--- config.mk ---
export PLATFORM = sky130hd
export DESIGN_NAME = seq_add_ctrl_flat
export DESIGN_NICKNAME = d
export VERILOG_FILES = /design/src/rtl/seq_add_pkg.sv /design/src/rtl/seq_add_ctrl_if.sv /design/src/rtl/seq_add_acc.sv /design/src/rtl/seq_add_ctrl.sv /design/src/flat_wrapper.sv
export SDC_FILE = /design/constraint.sdc
export NUM_CORES = 1
export LEC_CHECK = 0
export BUFFER_PORTS_ARGS = -buffer_cell sky130_fd_sc_hd__buf_4
export CAP_MARGIN = 20
export CORE_MARGIN = 5
export CORE_UTILIZATION = 52
export DETAILED_ROUTE_END_ITERATION = 7
export PLACE_DENSITY = 0.78
export SLEW_MARGIN = 20
export SYNTH_ARGS = -nofsm -noshare
export SYNTH_HDL_FRONTEND = slang
export SYNTH_SLANG_ARGS = --single-unit
--- constraint.sdc ---
create_clock -name clk -period 2.59 [get_ports clk]
set_input_delay 0.1295 -clock clk [delete_from_list [all_inputs] [get_ports clk]]
set_output_delay 0.1295 -clock clk [all_outputs]
set_load 0.1 [all_outputs]
--- src/rtl/seq_add_pkg.sv ---
// Shared types and default widths for the sequenced nibble accumulator.
package seq_add_pkg;

    localparam int unsigned WORD_W = 4;
    localparam int unsigned ACC_W  = 12;

    typedef enum logic [1:0] {
        StIdle  = 2'd0,
        StFetch = 2'd1,
        StDrain = 2'd2,
        StDone  = 2'd3
    } state_e;

endpackage

--- src/rtl/seq_add_ctrl_if.sv ---
// Run-control, array-read and result signals of seq_add_ctrl.
// master = requester/memory/consumer side, slave = the controller.
interface seq_add_ctrl_if #(
    parameter int unsigned NUM_WORDS = 128,
    parameter int unsigned WORD_W    = 4,
    parameter int unsigned ACC_W     = 12
);
    localparam int unsigned AW = $clog2(NUM_WORDS);

    logic              start;
    logic              abort;
    logic [WORD_W-1:0] mask;
    logic [AW-1:0]     rd_addr;
    logic              rd_en;
    logic [WORD_W-1:0] rd_data;
    logic              busy;
    logic              done;
    logic [ACC_W-1:0]  sum;
    logic              ovf;

    modport master (
        output start, abort, mask, rd_data,
        input  rd_addr, rd_en, busy, done, sum, ovf
    );

    modport slave (
        input  start, abort, mask, rd_data,
        output rd_addr, rd_en, busy, done, sum, ovf
    );

endinterface

--- src/rtl/seq_add_acc.sv ---
// Masked accumulator register with clear and enable.
// SEQ_ADD_CTRL_SAT_EN: saturate at all-ones and raise a sticky overflow flag.
module seq_add_acc #(
    parameter int unsigned WORD_W = seq_add_pkg::WORD_W,
    parameter int unsigned ACC_W  = seq_add_pkg::ACC_W
) (
    input  logic              clk,
    input  logic              rst,
    input  logic              clr,
    input  logic              en,
    input  logic [WORD_W-1:0] word,
    input  logic [WORD_W-1:0] mask,
    output logic [ACC_W-1:0]  acc,
    output logic              ovf
);
    logic [ACC_W-1:0] acc_q;

`ifdef SEQ_ADD_CTRL_SAT_EN
    localparam int unsigned SumW = ACC_W + 1;

    logic [SumW-1:0] add_sum;
    logic            ovf_q;

    assign add_sum = {1'b0, acc_q} + SumW'(word & mask);

    always_ff @(posedge clk or negedge rst) begin
        if (!rst) begin
            acc_q <= '0;
            ovf_q <= 1'b0;
        end else if (clr) begin
            acc_q <= '0;
            ovf_q <= 1'b0;
        end else if (en) begin
            if (add_sum[ACC_W]) begin
                acc_q <= '1;
                ovf_q <= 1'b1;
            end else begin
                acc_q <= add_sum[ACC_W-1:0];
            end
        end
    end

    assign ovf = ovf_q;
`else
    always_ff @(posedge clk or negedge rst) begin
        if (!rst) begin
            acc_q <= '0;
        end else if (clr) begin
            acc_q <= '0;
        end else if (en) begin
            acc_q <= acc_q + ACC_W'(word & mask);
        end
    end

    assign ovf = 1'b0;
`endif

    assign acc = acc_q;

endmodule

--- src/rtl/seq_add_ctrl.sv ---
// Bounded, restartable run over a NUM_WORDS-deep array: fetch, mask and accumulate,
// then pulse done. Optional saturation lives in seq_add_acc.
module seq_add_ctrl #(
    parameter int unsigned NUM_WORDS = 128,
    parameter int unsigned WORD_W    = seq_add_pkg::WORD_W,
    parameter int unsigned ACC_W     = seq_add_pkg::ACC_W
) (
    input  logic         clk,
    input  logic         rst,
    seq_add_ctrl_if.slave bus
);
    import seq_add_pkg::*;

    localparam int unsigned    AW       = $clog2(NUM_WORDS);
    localparam logic [AW-1:0] LastAddr = AW'(NUM_WORDS - 1);

    state_e            state_q, state_d;
    logic [AW-1:0]     addr_q, addr_d;
    logic [WORD_W-1:0] mask_q;
    logic              valid_q;
    logic              start_run;
    logic              abort_run;

    assign abort_run = bus.abort && (state_q != StIdle);

    always_comb begin
        state_d   = state_q;
        addr_d    = addr_q;
        start_run = 1'b0;
        unique case (state_q)
            StIdle: begin
                if (bus.start && !bus.abort) begin
                    state_d   = StFetch;
                    addr_d    = '0;
                    start_run = 1'b1;
                end
            end
            StFetch: begin
                if (bus.abort) begin
                    state_d = StIdle;
                end else if (addr_q == LastAddr) begin
                    state_d = StDrain;
                end else begin
                    addr_d = addr_q + 1'b1;
                end
            end
            StDrain: state_d = bus.abort ? StIdle : StDone;
            StDone:  state_d = StIdle;
            default: state_d = StIdle;
        endcase
    end

    always_ff @(posedge clk or negedge rst) begin
        if (!rst) begin
            state_q <= StIdle;
            addr_q  <= '0;
            mask_q  <= '0;
            valid_q <= 1'b0;
        end else begin
            state_q <= state_d;
            addr_q  <= addr_d;
            if (start_run) begin
                mask_q <= bus.mask;
            end
            // An abort discards the read already issued this cycle.
            valid_q <= (state_q == StFetch) && !bus.abort;
        end
    end

    assign bus.rd_addr = addr_q;
    assign bus.rd_en   = (state_q == StFetch);
    assign bus.busy    = (state_q != StIdle);
    assign bus.done    = (state_q == StDone) && !bus.abort;

    seq_add_acc #(
        .WORD_W (WORD_W),
        .ACC_W  (ACC_W)
    ) u_acc (
        .clk  (clk),
        .rst  (rst),
        .clr  (start_run || abort_run),
        .en   (valid_q),
        .word (bus.rd_data),
        .mask (mask_q),
        .acc  (bus.sum),
        .ovf  (bus.ovf)
    );

endmodule

--- src/flat_wrapper.sv ---
// flat-port wrapper written by rule: the top's interface ports become plain ports
module seq_add_ctrl_flat import seq_add_pkg::*;
#(
    parameter int unsigned NUM_WORDS = 128,
    parameter int unsigned WORD_W    = seq_add_pkg::WORD_W,
    parameter int unsigned ACC_W     = seq_add_pkg::ACC_W
)
  (clk, rst, bus_start, bus_abort, bus_mask, bus_rd_data, bus_rd_addr, bus_rd_en, bus_busy, bus_done, bus_sum, bus_ovf);
  seq_add_ctrl_if #(.NUM_WORDS(NUM_WORDS), .WORD_W(WORD_W), .ACC_W(ACC_W)) bus_i ();
  input  logic clk;
  input  logic rst;
  input wire logic [$bits(bus_i.start)-1:0] bus_start;
  input wire logic [$bits(bus_i.abort)-1:0] bus_abort;
  input wire logic [$bits(bus_i.mask)-1:0] bus_mask;
  input wire logic [$bits(bus_i.rd_data)-1:0] bus_rd_data;
  output wire logic [$bits(bus_i.rd_addr)-1:0] bus_rd_addr;
  output wire logic [$bits(bus_i.rd_en)-1:0] bus_rd_en;
  output wire logic [$bits(bus_i.busy)-1:0] bus_busy;
  output wire logic [$bits(bus_i.done)-1:0] bus_done;
  output wire logic [$bits(bus_i.sum)-1:0] bus_sum;
  output wire logic [$bits(bus_i.ovf)-1:0] bus_ovf;
  assign bus_i.start = bus_start;
  assign bus_i.abort = bus_abort;
  assign bus_i.mask = bus_mask;
  assign bus_i.rd_data = bus_rd_data;
  assign bus_rd_addr = bus_i.rd_addr;
  assign bus_rd_en = bus_i.rd_en;
  assign bus_busy = bus_i.busy;
  assign bus_done = bus_i.done;
  assign bus_sum = bus_i.sum;
  assign bus_ovf = bus_i.ovf;
  seq_add_ctrl #(.NUM_WORDS(NUM_WORDS), .WORD_W(WORD_W), .ACC_W(ACC_W)) u_core (.clk(clk), .rst(rst), .bus(bus_i));
endmodule
==> impl_metrics.tcl <==
set metrics [dict create \
    outcome "complete, no violations" \
    post_drt_wl_per_cell_um 14.77 \
    crit_required_ns 2.84 \
    grt_pass1_vias 1206 \
    synth_top_family_by_area "simple AND/OR/NAND/NOR gates" \
    portBuffers 33 \
    cts-root-buf "clkbuf_4" \
    insertedDiodeCount 0 \
    ys_seq_elements 26 \
    hpwl_um 2246 \
    finClkSkew_ns 0.01304 \
    routed-wl-met2_um 1581 \
    area_growth_pct 21.45 \
    hold_violations 0 \
    place_area_um2 1673 \
    p_sw_frac 0.3487 \
    post_cts_buffers 0 \
    synth_warnings 0 \
    synth.most_common_cell "dfrtp_1" \
    grt_pass1_wl_um 5147 \
    postSynthAreaPerCell_um2 10.51 \
    rows 19 \
    timing.final.crit_share 0.8016 \
    overflow 0 \
    synth_compound_area_frac 0.1270 \
    numCtsBuffers 3 \
    ys_top_cells_by_area "dfrtp_1, ha_1, mux2_2" \
    synth_enable_flop_cells 0 \
    setup_violations 0 \
    worstSetupPathType "flip-flop to flip-flop" \
    maxCapViolCount 0 \
    end_kind "flip-flop" \
    p_int_uw 680.0 \
    cp.arrival_ns 2.33 \
    htreeDepth 1 \
    power_density_nw_per_um2 601.7 \
    cts_tree "done" \
    ant_nets 0 \
    wl_met1_um 1225 \
    period_needed_ns 2.076 \
    synth_fa_ha_area_frac 0.05779 \
    fin_nets 188 \
    synth_nets 154 \
    synthCells 136 \
    synthArstFlopShare 1.000 \
    cts_max_path_buffers 2 \
    finalInstanceArea_um2 1735 \
    cp-start-kind "flip-flop" \
    vias_per_cell 5.760 \
    rsz0062_at_grt "no" \
    syn-cell-area_um2 1429 \
    drt_iter0_markers 34 \
    min_path_type "input port to flip-flop" \
    path_clk_slew_ns 0.15 \
    reg2regPathDepth 7 \
    first_pass_iters 4 \
    p_seq_frac 0.445 \
    initial_utilization 0.5319 \
    ir_drop_v 0.0004641 \
    wl_met3_um 126 \
    p_leak_uw 0.0008092 \
    grt_max_degree 27 \
    highest_layer "met4" \
    synthXorXnorAreaFrac 0.02452 \
    synthFlopType "dfrtp_1" \
    ys_seq_area_frac 0.4553 \
    antenna_found_initial 0 \
    synth_cell_types 43 \
    relSlewSlack 0.6300 \
    ioPinCount 35 \
    synth_commonest_cells "dfrtp_1, nor2_1, a21oi_1, o21ai_0, or3_1" \
    place_congestion 0.7884 \
    setup_tns_ns 0 \
    whs_path_depth 2 \
    worstMarginPinSlew_ns 0.5528 \
    num_vias 1152 \
    drive_gt1_frac 0.2959 \
    die_y_um 62.42 \
    place_ws_ns 0.5274 \
    critPathMaxFanout 4 \
    p_clk_frac 0.268 \
    clock_sinks 26 \
    grt_use_total 0.1561 \
    synth.mux.area_fraction 0.06743 \
    synth_simple_gate_area_frac 0.2329 \
    setup_ws_ns 0.5138 \
    ff2ff_setup_slack_ns 0.51 \
    chipWidth_um 62.42 \
    drc_errors 0 \
    drt-total-wl_um 2953 \
    p_sw_uw 364.2 \
    slew_violations 0 \
    fmax_ghz 0.4817 \
    core_area_um2 2686 \
    synth_top_area_share 0.4553 \
    clk_latency_ns 0.32 \
    synth_top_area_cell "dfrtp_1" \
    pwr-share-comb 0.288 \
    die_area_um2 3896 \
]
## worst paths after layout
kind / start / endpoint
max in group asynchronous: rst / u_core.u_acc.acc[8]$_DFFE_PN0P_
setup reg to reg: u_core.mask_q[0]$_DFFE_PN0P_ / u_core.u_acc.acc[10]$_DFFE_PN0P_
hold / removal: bus_mask[0] / u_core.mask_q[0]$_DFFE_PN0P_
min in group asynchronous: rst / u_core.u_acc.acc[2]$_DFFE_PN0P_
hold reg to reg: u_core.mask_q[0]$_DFFE_PN0P_ / u_core.mask_q[0]$_DFFE_PN0P_
setup / recovery: u_core.mask_q[0]$_DFFE_PN0P_ / u_core.u_acc.acc[10]$_DFFE_PN0P_
## state kept, by name, summed over array words and instances (netlist names)
name,cells
u_core.bus.rd_addr,7
u_core.valid_q,1
u_core.mask_q,4
u_core.u_acc.acc,12
u_core.state_q,2
## area by class of cell
class	instances	area, um2
Clock buffer	3	22.52
Clock inverter	1	30.03
Fill cell	238	950.9
Inverter	1	3.754
Multi-Input combinational cell	104	732.0
Sequential cell	26	650.6
Tap cell	31	38.79
Timing Repair Buffer	34	257.7
## power groups by stage
stage	combinational, uW	clock [uW]	sequential (uW)
2_1_floorplan	125	0	576
3_3_place_gp	296	0	469
3_5_place_dp	301	0	472
4_1_cts	304	285	464
5_1_grt	320	305	470
6_report	301	279	464
## repair_timing
action                                 4_1_cts  5_1_grt
endpoints found under the hold margin       26        0
hold buffers                                 1        0
gates resized for setup                      0        0
## cell families after synthesis
family / after synthesis
fa+ha+maj: 6
flops: 26
simple gates: 55
xor+xnor: 4
buf+inv: 6
compound gates: 29
mux: 9
other cells: 1
## layer usage
metal | GRT usage | up-vias
met5 | 0 | -
met1 | 0.1728 | 571
li1 | - | 556
met4 | 0.04244 | 0
met3 | 0.02878 | 2
met2 | 0.2992 | 23
## per-stage QoR
step / hold WS (ns) / total power (uW) / utilization / cells
2_1_floorplan: -0.1661 / 701.6 / - / 136
3_3_place_gp: 0.05108 / 764.9 / 0.6227 / 195
3_5_place_dp: 0.05726 / 773.0 / 0.6227 / 195
4_1_cts: 0.01812 / 1053 / 0.6460 / 200
5_1_grt: 0.008509 / 1094 / 0.6460 / 200
6_report: 0.02628 / 1044 / 0.6460 / 200
## critical path: stages, from the launching register on
cell	delay (ns)
dfrtp_1	0.40
and2_1	0.14
ha_1	0.21
fa_1	0.41
a211oi_1	0.42
or2_2	0.21
o21ai_0	0.08
a21oi_1	0.12
## cells in the final DEF (no fill, tap or decap), types with 2 or more instances in the layout
| master | n |
|---|---|
| buf_4 | 33 |
| dfrtp_1 | 26 |
| nor2_1 | 12 |
| a21oi_1 | 10 |
| o21ai_0 | 8 |
| or3_1 | 7 |
| nand2_1 | 6 |
| and2_1 | 5 |
| mux2_2 | 5 |
| nand3_1 | 5 |
| ha_1 | 5 |
| mux2i_1 | 4 |
| nand4_1 | 3 |
| xnor2_1 | 3 |
| clkbuf_4 | 3 |
| and2b_2 | 2 |
| nor3b_4 | 2 |
| nor2b_1 | 2 |
| a211oi_1 | 2 |
| nor3_1 | 2 |
No activity file was read; power rests on OpenSTA's default activity.
